--- config.mk ---
export PLATFORM = sky130hd
export DESIGN_NAME = uart_rx_monitor
export DESIGN_NICKNAME = d
export VERILOG_FILES = /design/src/rtl/uart_sim_pkg.sv /design/src/rtl/sync_fifo.sv /design/src/rtl/uart_rx_monitor.sv
export SDC_FILE = /design/constraint.sdc
export NUM_CORES = 1
export LEC_CHECK = 0
export ABC_AREA = 1
export CORE_ASPECT_RATIO = 1.75
export CORE_MARGIN = 2
export CORE_UTILIZATION = 59
export CTS_BUF_LIST = sky130_fd_sc_hd__clkbuf_4 sky130_fd_sc_hd__clkbuf_8
export DETAILED_ROUTE_END_ITERATION = 6
export DONT_BUFFER_PORTS = 1
export GPL_ROUTABILITY_DRIVEN = 1
export MAX_ROUTING_LAYER = met4
export PLACE_DENSITY = 0.86
export SLEW_MARGIN = 20
export SYNTH_ARGS = -nofsm -noshare
export SYNTH_HDL_FRONTEND = slang
export SYNTH_HIERARCHICAL = 1
export SYNTH_SLANG_ARGS = --single-unit
--- constraint.sdc ---
create_clock -name clk -period 2.1 [get_ports clk]
set_input_delay 0.21 -clock clk [delete_from_list [all_inputs] [get_ports clk]]
set_output_delay 0.21 -clock clk [all_outputs]
set_load 0.05 [all_outputs]
--- src/rtl/uart_sim_pkg.sv ---
// Shared definitions for the simulation-side UART blocks.
//   rx_state_e   : receive frame FSM state encoding
//   clks_per_bit : rounded number of system clocks per serial bit
package uart_sim_pkg;

    typedef enum logic [2:0] {
        StIdle  = 3'd0,
        StStart = 3'd1,
        StData  = 3'd2,
        StStop  = 3'd3,
        StBreak = 3'd4
    } rx_state_e;

    function automatic int unsigned clks_per_bit(input int unsigned clk_hz,
                                                 input int unsigned baud);
        return (clk_hz + baud / 2) / baud;
    endfunction

endpackage

--- src/rtl/sync_fifo.sv ---
// Single-clock FIFO with show-ahead head output.
//   clk_i, rst_ni : clock, synchronous active-low reset (empties the FIFO)
//   push_i/data_i : write request and data; ignored when full unless popping the same cycle
//   pop_i         : read request; ignored when empty
//   head_o        : byte at the head, 0 when empty
//   full_o/empty_o/level_o : status, level_o reaches Depth when full
// Depth must be a power of two so the pointers wrap on their own.
module sync_fifo #(
    parameter int unsigned Width = 8,
    parameter int unsigned Depth = 16
) (
    input  logic                     clk_i,
    input  logic                     rst_ni,
    input  logic                     push_i,
    input  logic [Width-1:0]         data_i,
    input  logic                     pop_i,
    output logic [Width-1:0]         head_o,
    output logic                     full_o,
    output logic                     empty_o,
    output logic [$clog2(Depth):0]   level_o
);

    localparam int unsigned PtrW = $clog2(Depth);

    logic [Width-1:0]      mem [Depth];
    logic [PtrW-1:0]       wr_ptr_q, rd_ptr_q;
    logic [$clog2(Depth):0] level_q, level_d;
    logic                  do_push, do_pop;

    assign empty_o = (level_q == '0);
    assign full_o  = (level_q == ($clog2(Depth) + 1)'(Depth));
    assign level_o = level_q;
    assign head_o  = empty_o ? '0 : mem[rd_ptr_q];

    // A pop frees the slot in the same cycle, so a full FIFO still accepts a push then.
    assign do_pop  = pop_i && !empty_o;
    assign do_push = push_i && (!full_o || do_pop);

    always_comb begin
        level_d = level_q;
        if (do_push && !do_pop) begin
            level_d = level_q + 1'b1;
        end else if (!do_push && do_pop) begin
            level_d = level_q - 1'b1;
        end
    end

    always_ff @(posedge clk_i) begin
        if (!rst_ni) begin
            wr_ptr_q <= '0;
            rd_ptr_q <= '0;
            level_q  <= '0;
        end else begin
            if (do_push) wr_ptr_q <= wr_ptr_q + 1'b1;
            if (do_pop)  rd_ptr_q <= rd_ptr_q + 1'b1;
            level_q <= level_d;
        end
    end

    always_ff @(posedge clk_i) begin
        if (rst_ni && do_push) begin
            mem[wr_ptr_q] <= data_i;
        end
    end

endmodule

--- src/rtl/uart_rx_monitor.sv ---
// 8N1 UART receiver for simulation, buffering decoded bytes in a FIFO.
//   clk, rstn  : clock, synchronous active-low reset
//   rxd        : serial input, idle high
//   out_data/out_valid/out_ready : FIFO head port, out_data is 0 when empty
//   frame_err  : one-cycle pulse when a stop bit is sampled low
//   overflow   : sticky, set when a byte is dropped into a full FIFO
//   level      : FIFO fill count
module uart_rx_monitor
    import uart_sim_pkg::*;
#(
    parameter int unsigned CLK_HZ     = 28375160,
    parameter int unsigned BAUD       = 115200,
    parameter int unsigned FIFO_DEPTH = 16
) (
    input  logic                          clk,
    input  logic                          rstn,
    input  logic                          rxd,
    output logic [7:0]                    out_data,
    output logic                          out_valid,
    input  logic                          out_ready,
    output logic                          frame_err,
    output logic                          overflow,
    output logic [$clog2(FIFO_DEPTH):0]   level
);

    localparam int unsigned N    = clks_per_bit(CLK_HZ, BAUD);
    localparam int unsigned H    = N / 2;
    localparam int unsigned CntW = $clog2(N);

    logic            rxd_meta_q, rxd_s_q;
    rx_state_e       state_q, state_d;
    logic [CntW-1:0] cnt_q, cnt_d;
    logic [2:0]      idx_q, idx_d;
    logic [7:0]      shift_q, shift_d;
    logic            push_q, push_d;
    logic            ferr_q, ferr_d;
    logic            overflow_q;
    logic            fifo_full, fifo_empty;

    always_ff @(posedge clk) begin
        if (!rstn) begin
            rxd_meta_q <= 1'b1;
            rxd_s_q    <= 1'b1;
            state_q    <= StIdle;
            cnt_q      <= '0;
            idx_q      <= '0;
            shift_q    <= '0;
            push_q     <= 1'b0;
            ferr_q     <= 1'b0;
        end else begin
            rxd_meta_q <= rxd;
            rxd_s_q    <= rxd_meta_q;
            state_q    <= state_d;
            cnt_q      <= cnt_d;
            idx_q      <= idx_d;
            shift_q    <= shift_d;
            push_q     <= push_d;
            ferr_q     <= ferr_d;
        end
    end

    always_comb begin
        state_d = state_q;
        cnt_d   = cnt_q;
        idx_d   = idx_q;
        shift_d = shift_q;
        push_d  = 1'b0;
        ferr_d  = 1'b0;
        case (state_q)
            StIdle: begin
                if (!rxd_s_q) begin
                    state_d = StStart;
                    cnt_d   = CntW'(H - 1);
                end
            end
            StStart: begin
                if (cnt_q != '0) begin
                    cnt_d = cnt_q - 1'b1;
                end else if (!rxd_s_q) begin
                    state_d = StData;
                    cnt_d   = CntW'(N - 1);
                    idx_d   = '0;
                end else begin
                    // Start bit gone by mid-bit: treat as a glitch.
                    state_d = StIdle;
                end
            end
            StData: begin
                if (cnt_q != '0) begin
                    cnt_d = cnt_q - 1'b1;
                end else begin
                    shift_d = {rxd_s_q, shift_q[7:1]};
                    cnt_d   = CntW'(N - 1);
                    idx_d   = idx_q + 3'd1;
                    if (idx_q == 3'd7) state_d = StStop;
                end
            end
            StStop: begin
                if (cnt_q != '0) begin
                    cnt_d = cnt_q - 1'b1;
                end else if (rxd_s_q) begin
                    push_d  = 1'b1;
                    state_d = StIdle;
                end else begin
                    ferr_d  = 1'b1;
                    state_d = StBreak;
                end
            end
            StBreak: begin
                // Hold here while the line stays low so a break yields no bytes.
                if (rxd_s_q) state_d = StIdle;
            end
            default: state_d = StIdle;
        endcase
    end

    always_ff @(posedge clk) begin
        if (!rstn) begin
            overflow_q <= 1'b0;
        end else if (push_q && fifo_full && !(out_valid && out_ready)) begin
            overflow_q <= 1'b1;
        end
    end

    sync_fifo #(
        .Width (8),
        .Depth (FIFO_DEPTH)
    ) u_fifo (
        .clk_i   (clk),
        .rst_ni  (rstn),
        .push_i  (push_q),
        .data_i  (shift_q),
        .pop_i   (out_ready),
        .head_o  (out_data),
        .full_o  (fifo_full),
        .empty_o (fifo_empty),
        .level_o (level)
    );

    assign out_valid = !fifo_empty;
    assign frame_err = ferr_q;
    assign overflow  = overflow_q;

endmodule

# After elaboration in Yosys (flattened, before gate mapping)
# Memories as Yosys holds them, arrays and structs flattened. A register that Yosys moved wholly into a read port is not among the register bits.
# Cells that the tools add are included.
# totals
n_memories	1
register_bits	40
ram_bits	128
out_inout_bits	16
elab_cells	88
# memory_table
name	words	word_bits	rd	rd_clocked_by_memory_dff	wr	line	rtl
u_fifo.mem	16	8	1	1	1	sync_fifo.sv:25	logic [Width-1:0] mem [Depth];
# op_classes
reduce_logical	23
eq_ne	15
bitwise_logic	3
muxes	28
addsub	6
# op_table
operator	count
$mux W8	6
$pmux W8 S4	1
$mux W3	10
$ne A2 B2 Y1 const B	8
$pmux W3 S5	1
$mux W5	2
$add A4 B1 Y4 const B	2
$mux W4	2
$reduce_and A4 Y1	2
$reduce_bool A8 Y1	1
$sub A8 B1 Y8 const B	1
$logic_and A1 B1 Y1	7
$eq A3 B2 Y1 const B	2
$eq A3 B3 Y1 const B	2
$pmux W3 S2	1
$reduce_and A6 Y1	1
$add A5 B1 Y5 const B	1
$eq A5 B5 Y1 const B	1
$logic_not A5 Y1	1
$sub A5 B1 Y5 const B	1
$logic_not A1 Y1	4
$mux W1	4
$reduce_bool A2 Y1	2
$reduce_bool A4 Y1	1
9 further kinds	11

# Depth between registers and ports, before layout
# depth
depth_word	9
ltp_mapped	14

# By module
# The synthesis kept the hierarchy.
# modules_own_cells
mod	cells_each	area_each_um2	seq_area_each_um2	instances
sync_fifo	551	6088.3	4184.0	1
uart_rx_monitor	179	1326.3	540.5	1

# Worst setup path after synthesis
# OpenSTA, ideal clock, no wires.
# synth_path
path_kind	register -> register
start	register u_fifo.level_q[0], in the netlist u_fifo/level_o[0]
end	register u_fifo.level_q[4], in the netlist u_fifo/level_o[4]
stages_incl_launch_ff	14
period_less_slack_ps	2367
arrival_ps	2298
path_buffers	0
setup_slack_ps	-267
cell_sequence	dfxtp_1 nor2_2 nand4_1 nand2_1 inv_1 ha_1 inv_1 ha_1 or2_2 nand2_1 nand2b_1 nand2_1 nand2_1 a21oi_1
# synth_between
elab_chain_cells	8
# synth_lines
item	line	rtl
start, declared	sync_fifo.sv:27	logic [$clog2(Depth):0] level_q, level_d;
start signal, assigned	sync_fifo.sv:56	level_q <= level_d;
branches (longest 8 deep; another with $sub A5 B1 Y5)	n/a	
# Parallel ways; which one is timed is not known. The select of a mux whose other input is x is not followed.
# A chain may end at the register's enable or synchronous reset.

==> reports/results.txt <==
first-pass GRT wire length: 25.74 mm
Util after Layout: 69.08%
DP Wirelength: 10.56 mm
Core Area: 12360 um^2
Seq cells post-synth: 172
GRT Util Overall: 26.01%
antenna violations before repair: 0
Worst Slack Setup Final: -0.01182 ns
Synthesis Warnings: 6
Fin. Hold Viols: 0
I/O pin count: 20
DR iter-0 viols: 456
WS Path Type: flop to output pin
min Tclk post-route: 2.112 ns
main combinational cell family by area after synthesis: simple AND/OR/NAND/NOR gates
worst slew pin tran: 0.7696 ns
later-pin clock latency in the skew report: 0.46 ns
RR Endpoint: cnt_q[3]
Synthesized Nets: 748
antenna viol nets, final: 0
area share of fa/ha/maj cells after synthesis: 2.464%
pwr dens: 1319 nW/um^2
clk sinks: 172
P_leak: 0.003274 uW
Final Cell Area: 8541 um^2
failing checks: negative setup slack
root buffer cell: clkbuf_8
# H-tree levels: 4
Yosys top cell by area: edfxtp_1
post-synth cell types: 35
Area after DPL: 7757 um^2
CTS tree: done
RSZ-0062 raised after global routing: true
I/O Buffers: 0
Area Overhead vs Synth: 15.19%
critical path capture point type: output pin
worst IR drop on VDD: 1.287 mV
Max-slew headroom: 48.63%
Setup crit end: out_data[6]
ratio of cells with drive above 1 in the final layout: 17.97%
FMAX: 473.5 MHz
Compound-Gate Fraction of Synth Area: 4.252%
global route overflow: 0
GP Congestion: 0.8578
final setup fails: 2
pin count of the biggest net entering global routing: 40
WP data arrival: 1.90 ns
Syn Area/Cell: 10.16 um^2
share of the synthesized area in the top cell type: 51.84%
clock buffer count from CTS: 17
vias: 5454
Reg2Reg Launch Point: cnt_q[0]
Clk pin slew, worst setup/hold paths: 0.09 ns
DR pass1 iterations: 7
CP Launch Type: flop
die area: 13520 um^2
Vert. Die Dim: 152.3 um
clock skew: 0.01526 ns
Initial Utilization: 59.97%
NumNets Final: 795
Simple-Gate Fraction of Synth Area: 24.13%
mapped cell area: 7415 um^2
Ant. Diodes: 0
Fillers: 857
Die W: 88.74 um
post-synthesis cell count: 730
Post-Synth XOR/XNOR Area: 1.181%
wire per inst: 17.12 um
outcome: finished with violations
Clock Path Buffers: 2
mux contribution to synthesized area: 0%
CP Max Fanout: 14
dominant cells by area after synthesis: edfxtp_1 (52%), dfxtp_1 (12%), nand2_1 (11%)
vias per cell: 5.693
Reg2Reg Depth: 10
vias in the first global route: 5260
Slew Viols, Final: 0
FF-to-FF setup slack: 0.09 ns
sequential fraction of the synthesis area: 63.72%
drt total wl: 16.41 mm
Rows: 54
Hold Path Stages: 6
worst path required time: 1.89 ns
Hold/Removal Path Class: input port to flop
DRC viols: 0
Max Cap Viol: 0
Tcrit/Tclk final: 100.6%
[flip-flops by register name (all words and copies together), names as in the netlist, 3 cells and up, named ones only]
name and cells:
shift_q 8, u_fifo/wr_ptr_q 4, state_q 3, u_fifo/rd_ptr_q 4
u_fifo/mem 128, idx_q 3, u_fifo/level_o 5, cnt_q 8
[through the flow]
stage | setup WS [ns] | hold WS, ns | setup TNS, ns | cells | power, uW
after floorplan | 0.009663 | 0.3166 | 0 | 730 | 7377
after global placement | 0.07986 | 0.3199 | 0 | 910 | 8192
after detailed placement | -0.004285 | 0.3194 | -0.004285 | 910 | 8373
after CTS | -0.02533 | 0.1526 | -0.4633 | 954 | 10900
after global routing | -0.1149 | 0.2122 | -0.8214 | 958 | 11880
final | -0.01182 | 0.1964 | -0.02272 | 958 | 11270
[layer usage]
metal  GRT usage [%]  up-vias  wire length, um
met5               -        -                0
met4           12.63        0              634
met3           5.905       49              959
met2           44.14      229             8975
met1           27.75     2594             5835
li1                -     2582                -
[area by class of cell]
class	count	area [um^2]	share of cell area [%]
Clock buffer	17	234.0	2.740
Clock inverter	15	143.9	1.685
Inverter	33	138.9	1.626
Multi-Input combinational cell	499	2522	29.53
Sequential cell	172	4742	55.52
Tap cell	168	210.2	2.461
Timing Repair Buffer	54	549.3	6.431
[cell usage after synthesis]
cell,instances
nand2_1,214
edfxtp_1,128
nand3_1,111
nor2_1,65
dfxtp_1,44
a21oi_1,27
inv_1,27
o21ai_0,25
ha_1,13
buf_2,11
buf_6,9
nor2_2,7
xor2_1,6
clkbuf_1,5
inv_2,4
nor3_1,4
xnor2_1,4
nand2_2,3
nand3_2,3
or2_2,3
a31oi_1,2
buf_4,2
a211oi_2,1
a21oi_2,1
clkinv_1,1
clkinv_2,1
fa_1,1
nand2_4,1
nand2b_1,1
nand4_1,1
nor2_4,1
nor2_8,1
o21ai_1,1
o21ai_2,1
o31ai_1,1
[repair_timing]
action                     4_1_cts  5_1_grt
hold buffers                    10        0
pin swaps                        3        5
buffers inserted                 0        3
hold endpoints to repair        33        0
gates cloned                     2        1
setup endpoints to repair       10      147
resized for setup               33       29
[cell usage in the layout (no fill, tap or decap), drive strengths merged, types with 9 or more instances in the layout]
master / Yosys / routed
o21ai: 27 / 27
ha: 13 / 13
edfxtp: 128 / 128
dfxtp: 44 / 44
dlygate4sd3: 0 / 9
nand3: 114 / 114
nor2: 74 / 75
a21oi: 28 / 28
clkbuf: 5 / 17
nand2: 218 / 218
inv: 31 / 40
buf: 22 / 44
[worst min-delay path by stage]
stage                         start                  to  slack [ns]
after floorplan                 rxd          rxd_meta_q        0.32
after global placement          rxd          rxd_meta_q        0.32
after detailed placement        rxd          rxd_meta_q        0.32
after CTS                 out_ready  u_fifo/wr_ptr_q[3]        0.15
after global routing      out_ready  u_fifo/wr_ptr_q[2]        0.21
final                     out_ready  u_fifo/wr_ptr_q[3]        0.20
[power breakdown]
part           total (uW)  internal (uW)  switching (uW)
logic                4830           1690            3140
clock network        2180            886            1290
registers            4260           3930             331
total               11300           6510            4760
[critical path, cell delays in order (launching register included)]
cell and delay, ns:
dfxtp_4 0.39, inv_8 0.12, buf_12 0.15, nand2_1 0.06
nand3_1 0.09, nand3_2 0.09, nand2_2 0.10, nand2_1 0.08
a21oi_1 0.14, buf_4 0.22
[cell families (layout without fill, tap and decap cells)]
family          count (synthesis)  in the layout
simple gates                  415            416
flops                         172            172
buf+inv                        60            119
compound gates                 59             59
fa+ha+maj                      14             14
xor+xnor                       10             10
Power figures use the tool's default switching activity.
